$ cat src/rtl/mem_request_responder.sv
// Memory request responder: arbitrates data (priority) and fetch requests onto one RAM port,
// stalling the requester until the RAM answers, times out, or reports an error.
module mem_request_responder #(
    parameter int unsigned TIMEOUT  = 15,
    parameter logic [31:0] ERR_WORD = 32'hBAD1BAD1
) (
    input  logic        CLK,
    input  logic        nRST,
    input  logic        iREN,
    input  logic [31:0] iaddr,
    output logic        iwait,
    output logic [31:0] iload,
    input  logic        dREN,
    input  logic        dWEN,
    input  logic [31:0] daddr,
    input  logic [31:0] dstore,
    output logic        dwait,
    output logic [31:0] dload,
    output logic        ramREN,
    output logic        ramWEN,
    output logic [31:0] ramaddr,
    output logic [31:0] ramstore,
    input  logic [31:0] ramload,
    input  logic [1:0]  ramstate,
    output logic        mem_err
);

    localparam int unsigned CW = $clog2(TIMEOUT + 1);
    localparam logic [CW-1:0] LastCnt = CW'(TIMEOUT - 1);
    localparam logic [1:0] RamAccess = 2'd2;
    localparam logic [1:0] RamError  = 2'd3;

    typedef enum logic [2:0] {StIdle, StDacc, StIacc, StDresp, StIresp} state_e;

    state_e        state_q, state_d;
    logic [CW-1:0] count_q, count_d;
    logic [31:0]   addr_q, addr_d;
    logic [31:0]   store_q, store_d;
    logic          wr_q, wr_d;
    logic [31:0]   iload_q, iload_d;
    logic [31:0]   dload_q, dload_d;
    logic          err_q, err_d;
    logic          in_acc;

    always_ff @(posedge CLK or negedge nRST) begin
        if (!nRST) begin
            state_q <= StIdle;
            count_q <= '0;
            addr_q  <= '0;
            store_q <= '0;
            wr_q    <= 1'b0;
            iload_q <= '0;
            dload_q <= '0;
            err_q   <= 1'b0;
        end else begin
            state_q <= state_d;
            count_q <= count_d;
            addr_q  <= addr_d;
            store_q <= store_d;
            wr_q    <= wr_d;
            iload_q <= iload_d;
            dload_q <= dload_d;
            err_q   <= err_d;
        end
    end

    always_comb begin
        state_d = state_q;
        count_d = count_q;
        addr_d  = addr_q;
        store_d = store_q;
        wr_d    = wr_q;
        iload_d = iload_q;
        dload_d = dload_q;
        err_d   = err_q;
        unique case (state_q)
            StIdle: begin
                if (dREN | dWEN) begin
                    state_d = StDacc;
                    addr_d  = daddr;
                    store_d = dstore;
                    wr_d    = dWEN;
                end else if (iREN) begin
                    state_d = StIacc;
                    addr_d  = iaddr;
                    wr_d    = 1'b0;
                end
            end
            StDacc, StIacc: begin
                // Leaves the state on the TIMEOUT-th cycle, so the counter tops out at TIMEOUT.
                count_d = count_q + CW'(1);
                if (ramstate == RamAccess) begin
                    if (state_q == StDacc) begin
                        if (!wr_q) dload_d = ramload;
                        state_d = StDresp;
                    end else begin
                        iload_d = ramload;
                        state_d = StIresp;
                    end
                end else if (ramstate == RamError || count_q == LastCnt) begin
                    err_d = 1'b1;
                    if (state_q == StDacc) begin
                        dload_d = ERR_WORD;
                        state_d = StDresp;
                    end else begin
                        iload_d = ERR_WORD;
                        state_d = StIresp;
                    end
                end
            end
            StDresp, StIresp: begin
                state_d = StIdle;
                count_d = '0;
            end
            default: state_d = StIdle;
        endcase
    end

    assign in_acc   = (state_q == StDacc) || (state_q == StIacc);
    assign ramREN   = (state_q == StIacc) || ((state_q == StDacc) && !wr_q);
    assign ramWEN   = (state_q == StDacc) && wr_q;
    assign ramaddr  = in_acc ? addr_q : '0;
    assign ramstore = ramWEN ? store_q : '0;
    assign iload    = iload_q;
    assign dload    = dload_q;
    assign mem_err  = err_q;
    assign dwait    = (dREN | dWEN) && (state_q != StDresp);
    assign iwait    = iREN && (state_q != StIresp);

endmodule

$ cat config.mk
export PLATFORM = sky130hd
export DESIGN_NAME = mem_request_responder
export DESIGN_NICKNAME = d
export VERILOG_FILES = /design/src/rtl/mem_request_responder.sv
export SDC_FILE = /design/constraint.sdc
export NUM_CORES = 1
export LEC_CHECK = 0
export CAP_MARGIN = 0
export CORE_MARGIN = 2
export CORE_UTILIZATION = 38
export DETAILED_ROUTE_END_ITERATION = 7
export PLACE_DENSITY = 0.88
export SETUP_SLACK_MARGIN = 0.1
export SYNTH_ARGS = -nofsm -noshare
export SYNTH_HDL_FRONTEND = slang
export SYNTH_SLANG_ARGS = --single-unit
$ cat constraint.sdc
create_clock -name CLK -period 1.7 [get_ports CLK]
set_input_delay 0.17 -clock CLK [delete_from_list [all_inputs] [get_ports CLK]]
set_output_delay 0.17 -clock CLK [all_outputs]
set_load 0.02 [all_outputs]
Yosys cells after proc, flatten, opt, wreduce, memory -nomap -nowiden:

Cells that the tools add are included.

* add/sub/neg operators: 1
* multipliers: 0
* div/mod/pow operators: 0
* $lt $le $gt $ge: 0
* equality and inequality tests: 12
* shift-type cells: 0
* muxes and demuxes: 22
* bitwise gates (word level): 3
* reductions and logical operators: 20

Operators by type and width (number)
* $mux 32: 13
* $mux 3: 5
* $ne 3x3->1 const B: 3
* $pmux 4 s2: 1
* $eq 3x2->1 const B: 2
* $pmux 3 s2: 1
* $reduce_and 2->1: 3
* $reduce_and 3->1: 2
* $reduce_bool 2->1: 3
* $add 4x1->4 const B: 1
* $eq 2x2->1 const B: 2
* $eq 4x4->1 const B: 1
* $logic_and 1x1->1: 4
* $reduce_and 4->1: 1
* $reduce_or 2->1: 2
* $eq 3x1->1 const B: 1
* $eq 3x3->1 const B: 1
* $logic_not 3->1: 1
* $logic_or 1x1->1: 3
* $ne 3x2->1 const B: 1
* $mux 1: 2
* $ne 2x2->1 const B: 1
* $not 1->1: 2
* $logic_not 1->1: 1
* $or 1x1->1: 1

* flip-flop bits (word level): 137
* bits in latches: 0
* bits in writable memories: 0
* bits in read-only memories: 0
* input port bits: 135
* output and inout port bits: 133
* word-level logic and storage cells: 66
* memories: 0

Depth between registers and ports, before layout:

* depth after elaboration: 5
* gate-level depth with buffers: 7
* depth with buffers taken out: 6

Least setup slack after synthesis:

No wires, ideal clock.

* kind: register to register
* from: register count_q[0]
* to: register iload_q[15] (netlist: iload[15])
* library setup time: 0.121 ns
* data arrival time: 1.705 ns
* required time: 1.579 ns
* slack: -0.126 ns
* stages on the path, launching flop included: 8
* path buffers: 1
* period minus slack after synthesis: 1.826 ns
* cell sequence: dfrtp_1 -> inv_1 -> ha_1 -> a31o_2 -> nand2b_1 -> clkinv_1 -> buf_4 -> o22a_1

* word-level cells in the longest chain between the ends: 4

Ends and longest elaborated chain
* from (decl): RTL line 36 `logic [CW-1:0] count_q, count_d;`
* from (signal assigned): RTL line 57 `count_q <= count_d;`
* $eq 4x4->1: RTL line 100 `end else if (ramstate == RamError || count_q == LastCnt) begin`
* $logic_or 1x1->1: RTL line 100
* $reduce_bool 2->1 (no line)
* $reduce_and 3->1 (no line)
* to (signal assigned): RTL line 61 `iload_q <= iload_d;`
* to (decl): RTL line 40 `logic [31:0] iload_q, iload_d;`

Every way passes these cells.
A chain may end at the register's enable or synchronous reset.

Worst setup path in the final report:

* from: register state_q[0]
* to: output ramaddr[15]

* word-level cells in the longest chain between the ends: 3
* elaborated cells on any way between the ends: 4
* those cells by class: 2 x eq/ne; 1 x mux; 1 x reduce/logical

Ends and longest elaborated chain
* from (decl): RTL line 35 `state_e state_q, state_d;`
* from (signal assigned): RTL line 47 `state_q <= StIdle;`
* from (signal assigned): RTL line 56 `state_q <= state_d;`
* $eq 3x1->1 or $eq 3x2->1 (tied branches): RTL line 119 `assign in_acc = (state_q == StDacc) || (state_q == StIacc);`
* $logic_or 1x1->1 (*): RTL line 119
* $mux 32 (*): RTL line 122 `assign ramaddr = in_acc ? addr_q : '0;`
* to (decl): RTL line 21 `output logic [31:0] ramaddr,`

Every way passes the cells marked *; elsewhere a longest branch is shown, timed or not.

==> results.py <==
metrics = {
    "route": {
        "drtPass1Iterations": 4,
        "finalWirelength_um": 19430,
        "final_antenna_net_count": 0,
        "vias_per_cell": 5.045,
        "drtIter0Drc": 146,
        "drt-wirelength-per-cell_um": 19.14,
        "via_count": 5121,
        "drc": 0,
    },
    "critical_path": {
        "reg2regPathDepth": 5,
        "reg2reg_slack_ns": -0.20,
        "startpoint_type": "register",
        "r2r-start": "state_q[1]",
        "crit_path_max_fanout": 8,
        "critPathArrivalTime_ns": 1.76,
        "worstPathRequired_ns": 1.53,
        "end_kind": "primary output",
        "critical_path_class": "reg2out",
        "rr_endpoint": "dload[4]",
    },
    "run_status": {
        "status": "finished, violations left",
        "violations": "negative setup slack",
    },
    "timing": {
        "layout_setup_ws_ns": -0.2303,
        "setup_viol": 193,
        "worst_pin_slew_ns": 0.4810,
        "max-slew-margin-rel_pct": 67.93,
        "period_minus_slack_ns": 1.930,
        "fmax_mhz": 518.1,
        "hold_violations": 0,
        "rsz0062_at_grt": "true",
        "skew_ns": 0.006439,
        "fin_crit_sh_pct": 113.5,
        "tns_ns": -26.06,
        "drv_slew": 0,
    },
    "power": {
        "p_per_area_mw_per_mm2": 1977,
        "peakVddDrop_mv": 0.9827,
        "leakage_nw": 4.879,
    },
    "place": {
        "gp_congestion": 0.7694,
        "dpl.hpwl_um": 12200,
        "placed_area_sq_mm": 0.009340,
        "preCtsSetupSlack_ns": -0.2282,
        "port_buffers": 267,
        "placed_cells": 953,
    },
    "yosys": {
        "syn_inst": 462,
        "yosysSeqAreaShare_pct": 56.52,
        "synth_flop_cell": "dfrtp_1",
        "syn_nets": 599,
        "syn_avg_cell_area_sq_um": 13.13,
        "synth_seq_cells": 137,
        "syn_area_sq_mm": 0.006066,
        "netlist-cell-type-count": 39,
        "synth_top_area_share_pct": 56.52,
        "synth_largest_area_cell": "dfrtp_1",
        "synth-edff-count": 0,
        "synth_warnings": 0,
        "async_flop_share_pct": 100.0,
        "synth_area_leaders": "dfrtp_1 (57%), mux2_2 (18%), o22a_1 (5.2%), a22o_1 (4.0%), and2_1 (3.8%)",
    },
    "min_path": {
        "hold_class": "in2async",
    },
    "floorplan": {
        "rows": 46,
        "ios": 268,
        "start_util_pct": 38.46,
        "coreArea_sq_mm": 0.01577,
        "dieHeight_um": 130.3,
        "die_area_sq_mm": 0.01699,
        "die_w_um": 130.3,
    },
    "clock_tree": {
        "cts_tree": "built",
        "root_buffer": "clkbuf_16",
        "clockBufferDepth": 2,
        "clk_latency_ns": 0.41,
        "path_clk_slew_ns": 0.06,
        "numCtsBuffers": 17,
        "clock_sinks": 137,
        "htree_levels": 4,
    },
    "layout": {
        "most-common-layout-cells": "clkdlybuf4s50_1 (174), dfrtp_1 (134), mux2_2 (97), buf_6 (86), o22a_1 (36)",
        "fillers": 1155,
        "layout.area.seq_sq_mm": 0.003432,
        "fin_cells": 1015,
        "area_delta_synth_final_pct": 79.79,
        "design_area_sq_mm": 0.01091,
        "n_antenna_cell": 0,
        "finalNetCount": 923,
        "drive_above_1_share_pct": 43.43,
        "fin_util_pct": 69.15,
        "multi_input_area_sq_mm": 0.002788,
        "final_common_cell": "clkdlybuf4s50_1",
    },
    "grt": {
        "grt_max_degree": 49,
        "grt_pass1_vias": 5356,
        "grt_use_total_pct": 21.35,
        "antenna_found_initial": 0,
        "globalRouteOverflowTotal": 0,
        "grt_pass1_wl_um": 27750,
    },
    "flow_run": {
        "maxCapViolations": 0,
    },
}
worst max-delay path, cell delays in order, from the launching register on:
cell	delay, ns
dfrtp_2	0.45
nand2b_4	0.17
a21oi_4	0.17
buf_6	0.14
clkbuf_16	0.15
and2_4	0.14
buf_6	0.11
worst max path at each step:
stage                             end  startpoint  slack (ns)  depth (start not counted)
final                     ramaddr[15]  state_q[0]       -0.23                          6
after global routing      ramaddr[31]  state_q[0]       -0.30                          6
after CTS                  ramaddr[6]  state_q[1]       -0.22                          7
after detailed placement    dload[20]  state_q[1]       -0.23                          5
after global placement      dload[13]  state_q[1]       -0.19                          5
after floorplan             dload[13]  state_q[1]       0.003                          5
layer usage:
layer	global-route usage [%]	up-vias	share of wire, %
met5	0	-	0
met4	7.760	0	2.4
met3	6.027	33	6.0
met2	36.93	194	52
met1	25.50	2535	39
li1	-	2359	-
cells by family (layout without fill, tap and decap cells):
logic type	count (synthesis)	count (layout)	share of synthesized area, %
flops	137	137	56.52
mux	98	98	18.17
simple gates	97	97	9.881
compound gates	86	86	11.61
buf+inv	39	376	2.929
fa+ha+maj	4	4	0.7425
xor+xnor	1	1	0.1444
registers in the layout, indices dropped and copies added (netlist names):
| name | flops |
|---|---|
| addr_q | 32 |
| state_q | 3 |
| mem_err | 1 |
| count_q | 4 |
| wr_q | 1 |
| store_q | 32 |
| iload | 32 |
| dload | 32 |
synthesized netlist by cell type, drive strengths merged (2+ instances only):
cell type and count:
o22a 36, o21ai 5, a211oi 3, clkbuf 19, and2 37, ha 2
buf 16, and3 33, nand3 4, nor2 3, nand2b 4, dfrtp 137
o311ai 2, a31oi 3, inv 3, nor3 6, or2 2, a22o 28
mux2 97, a21o 2, a21oi 4, maj3 2, or3b 2
power breakdown:
| part | internal, mW | switching (mW) |
|---|---|---|
| registers | 4.81 | 0.923 |
| logic | 6.92 | 5.15 |
| clock network | 2.32 | 1.44 |
final cells by class:
type / count / area share, %
timing repair buffer: 340 / 34.76
sequential: 137 / 31.47
multi-input combinational: 286 / 25.56
clock buffer: 18 / 3.935
tap: 216 / 2.478
clock inverter: 14 / 1.583
inverter: 4 / 0.2065
repair_timing:
action / 4_1_cts / 5_1_grt
endpoints found under the hold margin: 44 / 0
gates cloned: 8 / 7
setup endpoints to repair: 200 / 222
gates resized for setup: 415 / 116
pin swaps: 13 / 22
hold buffers: 1 / 0
buffers inserted: 13 / 3
per-stage QoR:
stage                     hold WS (ns)  power, mW
after floorplan                -0.1256      10.66
after global placement          0.1351      14.95
after detailed placement        0.1375      15.20
after CTS                       0.2671      20.16
after global routing            0.3039      22.63
final                           0.2645      21.56
No activity file was read; power rests on OpenSTA's default activity.
